$ cat src/rtl/hdmi_pll_sequencer.sv
// HDMI PLL bring-up sequencer: PLL reset pulse, lock qualification, ordered domain reset release.
// Define HDMI_PLL_SEQ_STATS_EN to count RUN-state lock losses on unlock_cnt.
module hdmi_pll_sequencer #(
  parameter int unsigned RST_PULSE_CYC    = 16,
  parameter int unsigned LOCK_STABLE_CYC  = 1024,
  parameter int unsigned LOCK_TIMEOUT_CYC = 65536,
  parameter int unsigned SER_TO_PIX_CYC   = 8,
  parameter int unsigned MAX_RETRIES      = 7
) (
  input  logic       clk,
  input  logic       rst,
  input  logic       enable,
  input  logic       pll_locked,
  output logic       pll_rst,
  output logic       ser_rst,
  output logic       pix_rst,
  output logic       ready,
  output logic       fault,
  output logic [3:0] retry_cnt,
  output logic [7:0] unlock_cnt
);

  localparam logic [2:0] StIdle     = 3'd0;
  localparam logic [2:0] StPllReset = 3'd1;
  localparam logic [2:0] StWaitLock = 3'd2;
  localparam logic [2:0] StRelease  = 3'd3;
  localparam logic [2:0] StRun      = 3'd4;
  localparam logic [2:0] StFault    = 3'd5;

  localparam int unsigned CntMaxA = (RST_PULSE_CYC > SER_TO_PIX_CYC) ? RST_PULSE_CYC
                                                                     : SER_TO_PIX_CYC;
  localparam int unsigned CntMax  = (LOCK_TIMEOUT_CYC > CntMaxA) ? LOCK_TIMEOUT_CYC : CntMaxA;
  localparam int unsigned CW      = $clog2(CntMax + 1);
  localparam int unsigned SW      = $clog2(LOCK_STABLE_CYC + 1);

  logic          meta_q, locked_s;
  logic [2:0]    state_q, state_d;
  logic [CW-1:0] cnt_q, cnt_d;
  logic [SW-1:0] stable_q, stable_d;
  logic [3:0]    retry_q, retry_d;

  // cnt_q is the cycle count within the current state; it restarts on every transition.
  always_comb begin
    state_d  = state_q;
    cnt_d    = cnt_q + 1'b1;
    stable_d = '0;
    retry_d  = retry_q;
    if (!enable) begin
      state_d = StIdle;
      retry_d = '0;
    end else begin
      unique case (state_q)
        StIdle:     state_d = StPllReset;
        StPllReset: if (cnt_q == CW'(RST_PULSE_CYC - 1)) state_d = StWaitLock;
        StWaitLock: begin
          if (locked_s) stable_d = stable_q + 1'b1;
          // Stability completion takes priority over a coincident timeout.
          if (locked_s && stable_q == SW'(LOCK_STABLE_CYC - 1)) begin
            state_d = StRelease;
          end else if (cnt_q == CW'(LOCK_TIMEOUT_CYC - 1)) begin
            retry_d = (retry_q == 4'hf) ? retry_q : retry_q + 4'd1;
            state_d = (retry_d == 4'(MAX_RETRIES)) ? StFault : StPllReset;
          end
        end
        StRelease: begin
          if (!locked_s) begin
            state_d = StPllReset;
          end else if (cnt_q == CW'(SER_TO_PIX_CYC - 1)) begin
            state_d = StRun;
            retry_d = '0;
          end
        end
        StRun:   if (!locked_s) state_d = StPllReset;
        StFault: state_d = StFault;
        default: state_d = StIdle;
      endcase
    end
    if (state_d != state_q) begin
      cnt_d    = '0;
      stable_d = '0;
    end
  end

  always_ff @(posedge clk) begin
    if (rst) begin
      meta_q   <= 1'b0;
      locked_s <= 1'b0;
      state_q  <= StIdle;
      cnt_q    <= '0;
      stable_q <= '0;
      retry_q  <= '0;
      pll_rst  <= 1'b1;
      ser_rst  <= 1'b1;
      pix_rst  <= 1'b1;
      ready    <= 1'b0;
      fault    <= 1'b0;
    end else begin
      meta_q   <= pll_locked;
      locked_s <= meta_q;
      state_q  <= state_d;
      cnt_q    <= cnt_d;
      stable_q <= stable_d;
      retry_q  <= retry_d;
      // Outputs decode the next state so they line up with the state they describe.
      pll_rst  <= (state_d == StIdle) || (state_d == StPllReset) || (state_d == StFault);
      ser_rst  <= !((state_d == StRelease) || (state_d == StRun));
      pix_rst  <= (state_d != StRun);
      ready    <= (state_d == StRun);
      fault    <= (state_d == StFault);
    end
  end

  assign retry_cnt = retry_q;

`ifdef HDMI_PLL_SEQ_STATS_EN
  logic       unlock_inc;
  logic [7:0] unlock_q;

  assign unlock_inc = enable && (state_q == StRun) && !locked_s;

  always_ff @(posedge clk) begin
    if (rst) begin
      unlock_q <= '0;
    end else if (unlock_inc && unlock_q != 8'hff) begin
      unlock_q <= unlock_q + 8'd1;
    end
  end

  assign unlock_cnt = unlock_q;
`else
  assign unlock_cnt = '0;
`endif

  a_ready_clean: assert property (@(posedge clk) disable iff (rst)
    ready |-> (!pll_rst && !ser_rst && !pix_rst));
  a_ser_first: assert property (@(posedge clk) disable iff (rst) !pix_rst |-> !ser_rst);
  a_pll_not_ready: assert property (@(posedge clk) disable iff (rst) pll_rst |-> !ready);

endmodule

$ cat config.mk
export PLATFORM = sky130hd
export DESIGN_NAME = hdmi_pll_sequencer
export DESIGN_NICKNAME = d
export VERILOG_FILES = /design/src/rtl/hdmi_pll_sequencer.sv
export SDC_FILE = /design/constraint.sdc
export NUM_CORES = 1
export LEC_CHECK = 0
export ABC_AREA = 1
export CAP_MARGIN = 5
export CORE_MARGIN = 1
export CORE_UTILIZATION = 51
export CTS_CLUSTER_SIZE = 10
export DETAILED_ROUTE_END_ITERATION = 8
export GPL_TIMING_DRIVEN = 0
export PLACE_DENSITY = 0.75
export SLEW_MARGIN = 10
export SYNTH_ARGS = -nofsm -noshare
export SYNTH_HDL_FRONTEND = slang
export SYNTH_SLANG_ARGS = --single-unit
$ cat constraint.sdc
create_clock -name clk -period 2.9 [get_ports clk]
set_input_delay 0.58 -clock clk [delete_from_list [all_inputs] [get_ports clk]]
set_output_delay 0.58 -clock clk [all_outputs]
set_load 0.02 [all_outputs]
==> results of run 1 <==
==> worst max-delay path, stage by stage, from the launching register on <==
cell and delay (ps):
dfxtp_2 360, ha_4 160, nand2_4 60, inv_4 70, nand3_4 70, nor3_4 220, nand4_1 160, nor4_2 360
ha_2 220, inv_1 30, nor2_1 80, nand2_1 90, inv_2 80, nand2_2 50, nand2_2 80, nand2_4 50
nand2_2 50, nand2_2 60, nor2_4 160, nand3_4 150, clkbuf_16 210, nor2_4 70
==> through the flow <==
stage,total power (uW),hold slack (ps),utilization (%)
floorplan,646,388,-
global placement,654,392,59.5
detailed placement,654,399,59.5
CTS,1100,409,63.0
global route,1160,444,69.1
finish,1120,417,69.1
==> Yosys cell counts, types with 6 or more instances <==
library cell  count  area [um2]
nor2_4           13         146
nand2_1          46         173
buf_4             9        67.6
nand2_2           7        43.8
xor2_1           14         123
nor3_1            6        30.0
nand3_1          18        90.1
xnor2_1           8        70.1
inv_1            39         146
dfxtp_1          42         841
nor2_2           15        93.8
inv_2             7        26.3
nor2_1           37         139
==> layout by cell type, fill, tap and decap left out, drive strengths merged, types with 5 or more instances in the layout <==
cell,n
nor2,65
nand2,53
inv,46
dfxtp,42
buf,23
nand3,21
xor2,14
clkdlybuf4s50,10
xnor2,8
conb,8
nand4,7
clkbuf,7
nor3,6
ha,5
==> state kept, by name, indices dropped and copies added (netlist names) <==
name	flops
cnt_q	17
fault	1
locked_s	1
meta_q	1
pix_rst	1
pll_rst	1
ready	1
retry_cnt	4
ser_rst	1
stable_q	11
state_q	3
==> per-layer routing <==
layer	GRT usage, %	vias up	share of wire (%)
met2	31.2	21	52
li1	-	969	-
met4	5.61	0	1.2
met3	3.95	7	3.2
met5	0	-	0
met1	23.6	839	44
==> final cells by class <==
class	count	area share (%)
Buffer	12	3.72
Clock buffer	5	2.40
Clock inverter	3	1.40
Inverter	46	6.12
Multi-Input combinational cell	202	46.5
Sequential cell	42	29.6
Tap cell	50	2.19
Timing Repair Buffer	23	8.09
==> worst paths after layout <==
check / slack (ps) / endpoint / depth (start not counted)
hold / removal: 420 / locked_s / 2
setup reg to reg: 10 / cnt_q[7] / 21
hold reg to reg: 420 / locked_s / 2
setup / recovery: 10 / cnt_q[7] / 21
==> power by group <==
part	internal, uW	switching (uW)	total (uW)	leakage (uW)
logic	32.8	47.5	80.4	0.000819
clock network	253	202	456	0.0000579
registers	580	4.12	584	0.000340
total	867	254	1120	0.00122
==> logic make-up (layout without fill, tap and decap cells) <==
group	Yosys count	in the layout	share of synthesized area [%]
and+or+nand+nor	154	154	36.1
buffers and inverters	58	89	11.9
DFF	42	42	36.9
xor gates and xnor gates	22	22	8.46
AOI/OAI and AO/OA	13	13	3.73
adders and majority gates	5	5	2.75
other	1	8	0.165
==> timing repair <==
action                                  4_1_cts  5_1_grt
gates cloned                                  0        2
pin swaps                                     0       11
endpoints found under the setup margin       28       32
buffers inserted                              3        8
resized for setup                             2       39
==> flow_summary.json, run 1 <==
{
  "dieArea_mm2": 0.00474,
  "cts_made_buffers": 5,
  "synthToLayoutAreaGrowth_pct": 25.6,
  "vdd_ir_drop_max_v": 0.000379,
  "rsz0062_at_grt": "yes",
  "place_congestion": 0.804,
  "initial_utilization_pct": 55.0,
  "dpl-instance-area_mm2": 0.00247,
  "ys_async_sr_fraction_pct": 0,
  "skew_ps": 3.05,
  "die_x_um": 68.8,
  "yosysWarnings": 0,
  "synth_ff_type": "dfxtp_1",
  "drc": 0,
  "criticalPathCategory": "register to register",
  "ios": 21,
  "dp_hpwl_mm": 2.73,
  "wl_per_cell_um": 11.3,
  "coreArea_mm2": 0.00414,
  "finalSetupViolCount": 0,
  "r2r-start": "cnt_q[1]",
  "netlist_instances": 295,
  "clockBufferDepth": 2,
  "pre_cts_slack_ps": -195,
  "io_buffers": 10,
  "cts_tree": "built",
  "startpoint_type": "register",
  "required_ps": 3140,
  "routed_wl_mm": 4.34,
  "finalMaxSlewViolations": 0,
  "insertion_delay_ps": 290,
  "regArea_um2": 846,
  "status": "completed",
  "crit_fanout": 5,
  "cts.sinks": 42,
  "multiInputGateArea_mm2": 0.00133,
  "avgViaCountPerCell": 4.79,
  "die_height_um": 68.8,
  "ant_nets": 0,
  "clk_pin_slew_worst_paths_ps": 80,
  "powerDensity_mw_per_mm2": 392,
  "fin_crit_sh_pct": 99.5,
  "grt_pass1_wl_mm": 6.64,
  "leakage_uw": 0.00122,
  "grt_max_degree": 14,
  "maxCapViolCount": 0,
  "layout-drive-gt1-share_pct": 29.7,
  "final_cell_area_mm2": 0.00286,
  "fillCellCount": 332,
  "grt_overflow": 0,
  "ys_types": 31,
  "syn_area_mm2": 0.00228,
  "stdcell_count": 383,
  "cts-root-buf": "clkbuf_8",
  "fin_crit_ps": 2890,
  "num_vias": 1836,
  "critPathCaptureType": "register",
  "arrival_ps": 3130,
  "synth_edf_count": 0,
  "hold_viol": 0,
  "dr.pass1.iters": 4,
  "rows": 23,
  "hold_start": "meta_q",
  "grt_pass1_vias": 1624,
  "antenna_found_initial": 0,
  "finalNetCount": 341,
  "syn_avg_cell_area_um2": 7.72,
  "grt_usage_pct": 18.6,
  "h-tree-depth": 2,
  "dp.cells": 362,
  "max_freq_mhz": 347,
  "ys_ff_latch": 42,
  "postCtsHoldBufs": 0,
  "drt_iter0_markers": 99,
  "min_path_type": "register to register",
  "setup-tns-final_ps": 0,
  "timing.final.ws_setup_ps": 14.0,
  "cp-startpoint": "cnt_q[1]",
  "synth-seq-area-share_pct": 36.9,
  "diodes": 0
}
Note: power is estimated with default switching activity, not from simulation.
==> run 2: changes to the inputs <==
clock period = 2.5 ns   (was 2.9 ns; I/O delays follow)
==> run 2 against run 1 <==
  * Largest power group unchanged
  * Power increased by 28%
  * The run now ends with setup timing left
  * Core utilization increased by 1.1 points
  * Sequential power increased by 16%
  * Clock-buffer cell count increased by 1
  * Setup slack got worse by 240 ps
  * Cell count increased by 1.6%
  * Combinational power increased by 22%
  * Sequential share of layout area decreased by 0.53 points
  * Design area increased by 1.7%
  * Die area unchanged
  * Register-to-register slack got worse by 240 ps
==> flow_summary.json, run 2 (synthesis results as in run 1) <==
{
  "regArea_um2": 845,
  "h-tree-depth": 2,
  "fin_crit_ps": 2720,
  "violations": "setup timing",
  "leakage_uw": 0.00128,
  "p_sw_uw": 290,
  "layout_commonest_cell": "nand2_1",
  "layout-drive-gt1-share_pct": 31.6,
  "die_height_um": 68.8,
  "switching_share_pct": 20.2,
  "grt_max_degree": 14,
  "p_seq_share_pct": 47.2,
  "dp_hpwl_mm": 2.71,
  "status": "finished, violations left",
  "startpoint_type": "register",
  "place_congestion": 0.791,
  "ios": 21,
  "intPower_uw": 1150,
  "regMostFlops": "cnt_q",
  "criticalPathCategory": "register to register",
  "dieArea_mm2": 0.00474,
  "coreArea_mm2": 0.00414,
  "antenna_found_initial": 0,
  "ant_nets": 0,
  "num_vias": 1892,
  "die_x_um": 68.8,
  "finalSetupViolCount": 33,
  "cts.sinks": 42,
  "mostFrequentLayoutCells": "nand2_1 (42), dfxtp_1 (39), inv_1 (37), nor2_1 (31), buf_4 (23)",
  "hold_viol": 0,
  "timing.hold.ws_ps": 409,
  "cts_made_buffers": 5,
  "powerDensity_mw_per_mm2": 493,
  "largest_reg_flops": 17,
  "rsz0062_at_grt": "yes",
  "avgViaCountPerCell": 4.86,
  "cpLargestDelayFamily": "simple AND/OR/NAND/NOR gates",
  "max_freq_mhz": 367,
  "vdd_ir_drop_max_v": 0.000324,
  "grt_pass1_wl_mm": 7.29,
  "clock_power_share_pct": 45.9,
  "skew_ps": 12.2,
  "timing.final.ws_setup_ps": -223,
  "routed_wl_mm": 4.43,
  "diodes": 0,
  "slowest_delay_ps": 400,
  "drc": 0,
  "rows": 23,
  "io_buffers": 10,
  "cp.buffers_inverters": 5,
  "dr.pass1.iters": 4,
  "grt_overflow": 0,
  "fillCellCount": 332,
  "crit_fanout": 4,
  "critPathCaptureType": "register",
  "drt_iter0_markers": 129,
  "required_ps": 2740,
  "finalMaxSlewViolations": 0,
  "insertion_delay_ps": 300,
  "synthToLayoutAreaGrowth_pct": 27.7,
  "power.total_uw": 1440,
  "grt_usage_pct": 20.9,
  "cts_tree": "built",
  "maxCapViolCount": 0,
  "cp_cell_sequence": "nand2_1 -> inv_1 -> nand3_4 -> nor3_4 -> nand4_1 -> nor4_4 -> buf_4 -> ha_1 -> inv_1 -> nand2_1 -> nand2_1 -> nand2_1 -> nand3_2 -> nand3_1 -> nand2_2 -> nor2_4 -> nand3_4 -> buf_12 -> buf_6 -> nor2_2",
  "power_frac_comb_pct": 6.8,
  "min_path_type": "register to register",
  "slowest_stage": "dfxtp_1",
  "clockBufferDepth": 2,
  "grt_pass1_vias": 1731,
  "fin_crit_sh_pct": 109,
  "wl_per_cell_um": 11.4,
  "initial_utilization_pct": 55.0,
  "arrival_ps": 2960,
  "multiInputGateArea_mm2": 0.00129,
  "clk_pin_slew_worst_paths_ps": 90,
  "finalNetCount": 347,
  "cts-root-buf": "clkbuf_8",
  "worst_path_most_repeated_cell": "nand2_1"
}
run 2: cell count changes in the layout (fill, tap and decap cells not counted), moves of 2 or more:
cell / change
buf_4: +4
buf_6: +3
clkinv_2: -2
dfxtp_2: +2
nand2_2: +2
nor2_2: +8
nor2_4: -9
run 2: cell type report:
type	instances	area share (%)
buffer	12	3.53
clock buffer	6	2.84
clock inverter	2	2.06
inverter	46	6.02
multi-input combinational	202	44.3
sequential	42	29.0
tap	50	2.15
timing repair buffer	29	10.0
run 2: layer usage:
metal  wire length (um)  part of all wire (%)  up-vias  GRT usage [%]
met5                  0                     0        -              0
met4                 42                  0.95        0           7.40
met3                139                   3.1        4           5.43
met2               2260                    51       35           36.9
met1               1990                    45      875           24.1
li1                   -                     -      978              -
run 2: stage by stage:
step	instance area (um2)	setup TNS [ps]	utilization (%)	cells	worst slack, ps
after global placement	2500	-6710	60.4	362	-306
after CTS	2860	-8860	69.1	385	-332
after detailed placement	2500	-8080	60.4	362	-356
after global routing	2910	-14210	70.2	389	-477
after floorplan	2340	0	-	302	4.11
final	2910	-5550	70.2	389	-223
run 2: worst paths after layout:
kind / slack (ps) / depth (start not counted) / start / endpoint
setup / recovery: -220 / 20 / cnt_q[3] / cnt_q[4]
hold / removal: 410 / 2 / meta_q / locked_s
setup reg to reg: -220 / 20 / cnt_q[3] / cnt_q[4]
hold reg to reg: 410 / 2 / meta_q / locked_s
run 2: worst register-to-register path, cell delays in order (launching register included):
cell	delay, ps
dfxtp_1	400
nand2_1	100
inv_1	110
nand3_4	110
nor3_4	140
nand4_1	180
nor4_4	220
buf_4	160
ha_1	130
inv_1	50
nand2_1	50
nand2_1	50
nand2_1	70
nand3_2	100
nand3_1	100
nand2_2	70
nor2_4	130
nand3_4	100
buf_12	150
buf_6	120
nor2_2	100
run 2: what timing repair did:
action	in CTS	in global routing
pin swaps	11	8
gates cloned	2	0
setup endpoints to repair	33	38
resized for setup	18	7
buffers inserted	13	4
hold buffers	0	0
run 2: power by group through the flow:
| stage | logic [uW] | registers [uW] | clock network (uW) |
|---|---|---|---|
| 6_report | 98.3 | 678 | 659 |
| 5_1_grt | 106 | 678 | 698 |
| 4_1_cts | 93.9 | 678 | 670 |
| 3_5_place_dp | 68.9 | 694 | 0 |
| 3_3_place_gp | 68.7 | 694 | 0 |
| 2_1_floorplan | 60.4 | 693 | 0 |
